==> src/rtl/sdram_host_arbiter.sv <==
// rtl/sdram_host_arbiter.sv - two-port round-robin arbiter in front of sdram_controller host pins
module sdram_host_arbiter #(
    parameter int ADDR_W  = 24,
    parameter int DATA_W  = 16,
    parameter int TIMEOUT = 255
) (
    input  logic              clk,
    input  logic              rst,
    input  logic              p0_req,
    input  logic              p0_we,
    input  logic [ADDR_W-1:0] p0_addr,
    input  logic [DATA_W-1:0] p0_wdata,
    output logic              p0_ack,
    output logic              p0_err,
    output logic [DATA_W-1:0] p0_rdata,
    output logic              p0_rvalid,
    input  logic              p1_req,
    input  logic              p1_we,
    input  logic [ADDR_W-1:0] p1_addr,
    input  logic [DATA_W-1:0] p1_wdata,
    output logic              p1_ack,
    output logic              p1_err,
    output logic [DATA_W-1:0] p1_rdata,
    output logic              p1_rvalid,
    output logic [ADDR_W-1:0] ctrl_wr_addr,
    output logic [DATA_W-1:0] ctrl_wr_data,
    output logic              ctrl_wr_enable,
    output logic [ADDR_W-1:0] ctrl_rd_addr,
    output logic              ctrl_rd_enable,
    input  logic [DATA_W-1:0] ctrl_rd_data,
    input  logic              ctrl_rd_ready,
    input  logic              ctrl_busy,
    output logic [1:0]        grant
);
    localparam int CNT_W = $clog2(TIMEOUT + 1);
    localparam logic [CNT_W-1:0] CNT_LIMIT = CNT_W'(TIMEOUT);

    typedef enum logic [1:0] {IDLE, ISSUE, WAIT_DONE} state_t;

    state_t            state_q, state_d;
    logic [1:0]        grant_q, grant_d;
    logic              last_q, last_d;      // 1 = port 1 was granted last
    logic              we_q, we_d;
    logic              rd_seen_q, rd_seen_d;
    logic [CNT_W-1:0]  cnt_q, cnt_d;
    logic [ADDR_W-1:0] wr_addr_q, wr_addr_d, rd_addr_q, rd_addr_d;
    logic [DATA_W-1:0] wr_data_q, wr_data_d;
    logic              wr_en_q, wr_en_d, rd_en_q, rd_en_d;
    logic [DATA_W-1:0] p0_rdata_q, p0_rdata_d, p1_rdata_q, p1_rdata_d;
    logic              p0_ack_q, p0_ack_d, p1_ack_q, p1_ack_d;
    logic              p0_err_q, p0_err_d, p1_err_q, p1_err_d;
    logic              p0_rvalid_q, p0_rvalid_d, p1_rvalid_q, p1_rvalid_d;

    logic              any_req, pick_p1, sel_we, timeout_hit, rd_now, done, fail;
    logic [ADDR_W-1:0] sel_addr;
    logic [DATA_W-1:0] sel_wdata;
    logic [CNT_W-1:0]  cnt_inc;

    // A tie goes to the port that did not win last time.
    assign any_req     = p0_req | p1_req;
    assign pick_p1     = p1_req & (~p0_req | ~last_q);
    assign sel_we      = pick_p1 ? p1_we : p0_we;
    assign sel_addr    = pick_p1 ? p1_addr : p0_addr;
    assign sel_wdata   = pick_p1 ? p1_wdata : p0_wdata;
    assign cnt_inc     = (cnt_q == CNT_LIMIT) ? cnt_q : cnt_q + CNT_W'(1);
    assign timeout_hit = (cnt_inc == CNT_LIMIT);
    assign rd_now      = ~we_q & ctrl_rd_ready & ~rd_seen_q;

    // State and output registers; reset discards any in-flight transaction.
    always_ff @(posedge clk) begin
        if (rst) begin
            state_q     <= IDLE;
            grant_q     <= 2'b00;
            last_q      <= 1'b1;
            we_q        <= 1'b0;
            rd_seen_q   <= 1'b0;
            cnt_q       <= '0;
            wr_addr_q   <= '0;
            rd_addr_q   <= '0;
            wr_data_q   <= '0;
            wr_en_q     <= 1'b0;
            rd_en_q     <= 1'b0;
            p0_rdata_q  <= '0;
            p1_rdata_q  <= '0;
            p0_ack_q    <= 1'b0;
            p1_ack_q    <= 1'b0;
            p0_err_q    <= 1'b0;
            p1_err_q    <= 1'b0;
            p0_rvalid_q <= 1'b0;
            p1_rvalid_q <= 1'b0;
        end else begin
            state_q     <= state_d;
            grant_q     <= grant_d;
            last_q      <= last_d;
            we_q        <= we_d;
            rd_seen_q   <= rd_seen_d;
            cnt_q       <= cnt_d;
            wr_addr_q   <= wr_addr_d;
            rd_addr_q   <= rd_addr_d;
            wr_data_q   <= wr_data_d;
            wr_en_q     <= wr_en_d;
            rd_en_q     <= rd_en_d;
            p0_rdata_q  <= p0_rdata_d;
            p1_rdata_q  <= p1_rdata_d;
            p0_ack_q    <= p0_ack_d;
            p1_ack_q    <= p1_ack_d;
            p0_err_q    <= p0_err_d;
            p1_err_q    <= p1_err_d;
            p0_rvalid_q <= p0_rvalid_d;
            p1_rvalid_q <= p1_rvalid_d;
        end
    end

    // Next state: issue only when the controller is idle, finish on busy fall or timeout.
    always_comb begin
        state_d = state_q;
        case (state_q)
            IDLE:      if (!ctrl_busy && any_req) state_d = ISSUE;
            ISSUE:     if (ctrl_busy) state_d = WAIT_DONE;
                       else if (timeout_hit) state_d = IDLE;
            WAIT_DONE: if (!ctrl_busy || timeout_hit) state_d = IDLE;
            default:   state_d = IDLE;
        endcase
    end

    // Datapath and pulse outputs for the next cycle.
    always_comb begin
        grant_d     = grant_q;
        last_d      = last_q;
        we_d        = we_q;
        rd_seen_d   = rd_seen_q;
        cnt_d       = cnt_q;
        wr_addr_d   = wr_addr_q;
        rd_addr_d   = rd_addr_q;
        wr_data_d   = wr_data_q;
        wr_en_d     = wr_en_q;
        rd_en_d     = rd_en_q;
        p0_rdata_d  = p0_rdata_q;
        p1_rdata_d  = p1_rdata_q;
        p0_ack_d    = 1'b0;
        p1_ack_d    = 1'b0;
        p0_err_d    = 1'b0;
        p1_err_d    = 1'b0;
        p0_rvalid_d = 1'b0;
        p1_rvalid_d = 1'b0;
        done        = 1'b0;
        fail        = 1'b0;
        case (state_q)
            IDLE: begin
                if (!ctrl_busy && any_req) begin
                    grant_d   = pick_p1 ? 2'b10 : 2'b01;
                    last_d    = pick_p1;
                    we_d      = sel_we;
                    wr_addr_d = sel_addr;
                    rd_addr_d = sel_addr;
                    if (sel_we) wr_data_d = sel_wdata;
                    wr_en_d   = sel_we;
                    rd_en_d   = ~sel_we;
                    cnt_d     = '0;
                    rd_seen_d = 1'b0;
                end
            end
            ISSUE: begin
                if (ctrl_busy) begin
                    wr_en_d = 1'b0;
                    rd_en_d = 1'b0;
                    cnt_d   = '0;
                end else if (timeout_hit) begin
                    wr_en_d = 1'b0;
                    rd_en_d = 1'b0;
                    done    = 1'b1;
                    fail    = 1'b1;
                end else begin
                    cnt_d = cnt_inc;
                end
            end
            WAIT_DONE: begin
                if (rd_now) begin
                    rd_seen_d = 1'b1;
                    if (grant_q[1]) begin
                        p1_rdata_d  = ctrl_rd_data;
                        p1_rvalid_d = 1'b1;
                    end else begin
                        p0_rdata_d  = ctrl_rd_data;
                        p0_rvalid_d = 1'b1;
                    end
                end
                if (!ctrl_busy) begin
                    done = 1'b1;
                    fail = ~we_q & ~rd_seen_q & ~rd_now;
                end else if (timeout_hit) begin
                    done = 1'b1;
                    fail = 1'b1;
                end else begin
                    cnt_d = cnt_inc;
                end
            end
            default: ;
        endcase
        if (done) begin
            grant_d  = 2'b00;
            p0_ack_d = grant_q[0];
            p1_ack_d = grant_q[1];
            p0_err_d = grant_q[0] & fail;
            p1_err_d = grant_q[1] & fail;
        end
    end

    assign grant          = grant_q;
    assign ctrl_wr_addr   = wr_addr_q;
    assign ctrl_rd_addr   = rd_addr_q;
    assign ctrl_wr_data   = wr_data_q;
    assign ctrl_wr_enable = wr_en_q;
    assign ctrl_rd_enable = rd_en_q;
    assign p0_rdata       = p0_rdata_q;
    assign p1_rdata       = p1_rdata_q;
    assign p0_ack         = p0_ack_q;
    assign p1_ack         = p1_ack_q;
    assign p0_err         = p0_err_q;
    assign p1_err         = p1_err_q;
    assign p0_rvalid      = p0_rvalid_q;
    assign p1_rvalid      = p1_rvalid_q;
endmodule

==> config.mk <==
export PLATFORM = sky130hd
export DESIGN_NAME = sdram_host_arbiter
export DESIGN_NICKNAME = d
export VERILOG_FILES = /design/src/rtl/sdram_host_arbiter.sv
export SDC_FILE = /design/constraint.sdc
export NUM_CORES = 1
export LEC_CHECK = 0
export BUFFER_PORTS_ARGS = -buffer_cell sky130_fd_sc_hd__buf_2
export CORE_UTILIZATION = 30
export DETAILED_ROUTE_END_ITERATION = 6
export PLACE_DENSITY = 0.66
export SETUP_SLACK_MARGIN = 0.15
export SLEW_MARGIN = 0
export SYNTH_ARGS = -nofsm -noshare
export SYNTH_HDL_FRONTEND = slang
export SYNTH_SLANG_ARGS = --single-unit
==> constraint.sdc <==
create_clock -name clk -period 4.9 [get_ports clk]
set_clock_uncertainty 0.05 [all_clocks]
set_input_delay 0 -clock clk [delete_from_list [all_inputs] [get_ports clk]]
set_output_delay 0 -clock clk [all_outputs]
set_load 0.05 [all_outputs]
==> metrics.cfg <==
[outcome]
violations=hold timing
status=finished, violations left

[layout]
nNetsFinal=854
fillers=1394
layout.cells.most_common_list=buf_2 (208), dfxtp_1 (95), dlygate4sd3_1 (83), nand2_1 (78)
utilization=0.4512
mostFrequentLayoutCell=buf_2
areaGrowthSynthToFinish_pct=47.28
drive_gt1_frac=0.3369
insertedDiodeCount=0
stdcell_count=932

[floorplanning]
die_h_um=123.6
start_util=0.3063
core_region_area_um2=14480
dieArea_um2=15280
io_pins=210
die_x_um=123.6
row_count=44

[clock_tree]
htreeDepth=3
cts-root-buf=clkbuf_16
cts_tree=yes
cts.sinks=95
numCtsBuffers=9
cts_buffer_depth=2
path_clk_slew_ps=70
post_cts_buffers=0
clock_latency_ps=340
cts_resized=0

[critical_path]
crit_type=flip-flop to flip-flop
crit_path_start=state_q[0]
r2r-start=state_q[0]
worstPathArrival_ps=2460
required_ps=5100
start_kind=flip-flop
worstPathMaxFanout=14
crit_path_end_kind=flip-flop
ff2ff_setup_slack_ps=2650

[pwr]
p_leak_nw=2.859
p_total_mw=2.563
p_per_area_nw_per_um2=392.4
ir_worst_vdd_v=0.0002023

[grt]
grt_max_degree=95
grt.total_usage=0.1643
overflow=0
grt_pass1_wl_um=19510
antenna_found_initial=0
grt_pass1_vias=4097

[yosys]
avgSynthCellArea_um2=8.925
syn-cell-area_um2=4436
ys.flop_type=dfxtp_1
ys_types=51
ys_ff_latch=95
netlist_instances=497
yosysSeqAreaShare=0.4288
async_flop_share=0
synth_nets=606
synth_edf_count=0
yosysWarnings=0

[sta]
rsz0062_at_grt=false
finalHoldViolations=1
worst_slack_ps=2646
worstMarginPinSlew_ps=1082
tns_ps=0
period_share=0.4600
hold_ws_ps=-15.52
setup_viol=0
period_minus_slack_ps=2254
maxSlewViolCount=0
fmax_ghz=0.4436
slew_headroom=0.2789

[route]
initialDrtViolationCount=208
drc_errors=0
drt_wl_total_um=12700
ant_nets=0
wl_per_cell_um=13.63
via_count=4423
firstDrtPassIters=4
vias_per_cell=4.746

[placement]
dpl.cell_count=835
hpwl_um=7785
port-buffer-count=209
post-place-ws_ps=2705
gp_congestion=0.7277

[worst_hold_path]
min_from=p1_addr[20]
min_path_type=primary input to flip-flop

[job]
maxCapViolations=0

==> logic make-up (layout without fill, tap and decap cells) <==
family | after synthesis | count (layout) | synth area share
AOI/OAI and AO/OA | 123 | 123 | 0.2054
adders and majority gates | 5 | 5 | 0.01410
buffers and inverters | 64 | 315 | 0.08434
DFF | 95 | 95 | 0.4288
muxes | 42 | 42 | 0.09563
and+or+nand+nor | 168 | 168 | 0.1718
==> metrics by stage <==
step / area [um2] / hold WS [ps]
final: 6533 / -15.52
after global routing: 6533 / 8.632
after CTS: 6533 / 0.4532
after detailed placement: 5400 / 208.7
after global placement: 5400 / 204.2
after floorplan: 4436 / 86.03
==> final cells by class <==
type                       instances  area [um2]  area share
clock buffer                      11       232.7     0.03563
clock inverter                     3       68.82     0.01053
inverter                           7       26.28    0.004022
multi-input combinational        338        2178      0.3335
sequential                        95        1902      0.2911
tap                              184       230.2     0.03524
timing repair buffer             294        1894      0.2900
==> worst paths after layout <==
path / endpoint / cells past startpoint
worst min register to register: p0_rdata[1] / 2
worst max register to register: cnt_q[2] / 7
worst max-delay path: cnt_q[2] / 7
worst min-delay path: ctrl_rd_addr[20] / 3
==> sequential cells by signal, indices dropped and copies added, names as in the netlist <==
register and flops:
state_q 2, grant 2, ctrl_rd_enable 1, ctrl_wr_data 16
p0_err 1, last_q 1, we_q 1, rd_seen_q 1
p0_rdata 16, p1_rdata 16, p0_rvalid 1, p0_ack 1
ctrl_rd_addr 24, ctrl_wr_enable 1, p1_ack 1, p1_err 1
p1_rvalid 1, cnt_q 8
==> synth_stat cells (2+ instances only) <==
cell      count  area share
a211o_1       2      0.0039
nor4_1        3      0.0042
o21a_2        2      0.0039
nor3_1       13       0.015
a211oi_1     32       0.054
buf_2        10       0.011
nand2b_1      6      0.0085
nor3_2        2      0.0045
and3_1        2      0.0028
and4_1        3      0.0059
ha_1          5       0.014
inv_1         7      0.0059
a41oi_1       2      0.0039
a21oi_1      47       0.053
and2_1        2      0.0028
buf_6         2      0.0051
o21ai_0       3      0.0034
buf_4        28       0.047
dfxtp_1      95        0.43
a211oi_2     14       0.039
nor2_1       48       0.041
nand2_1      78       0.066
a31oi_1       5      0.0071
nor2b_1       2      0.0028
clkbuf_1     15       0.013
o211ai_1      4      0.0068
mux2i_1      41       0.093
==> repair_timing <==
item,CTS,global route
endpoints found under the setup margin,0,0
hold buffers,83,0
hold endpoints to repair,69,0
==> critical path: stages, from the launching register on <==
cell and delay (ps):
dfxtp_1 380, inv_1 80, ha_1 280, nor2b_1 200
a211o_1 440, nor2_4 340, o211ai_1 170, a211oi_2 230
==> metal layers <==
metal / wire length (um) / part of all wire / track usage / vias up
li1: - / - / - / 2223
met1: 5625 / 0.44 / 0.2023 / 2014
met2: 6139 / 0.48 / 0.2778 / 169
met3: 736 / 0.058 / 0.03388 / 17
met4: 198 / 0.016 / 0.06702 / 0
met5: 0 / 0 / 0 / -
==> power breakdown <==
part / internal, mW / total, mW / switching (mW)
Sequential: 0.846 / 0.904 / 0.0581
Combinational: 0.280 / 0.919 / 0.638
Clock: 0.444 / 0.741 / 0.296
Total: 1.57 / 2.56 / 0.993
No activity file was read; power rests on OpenSTA's default activity.
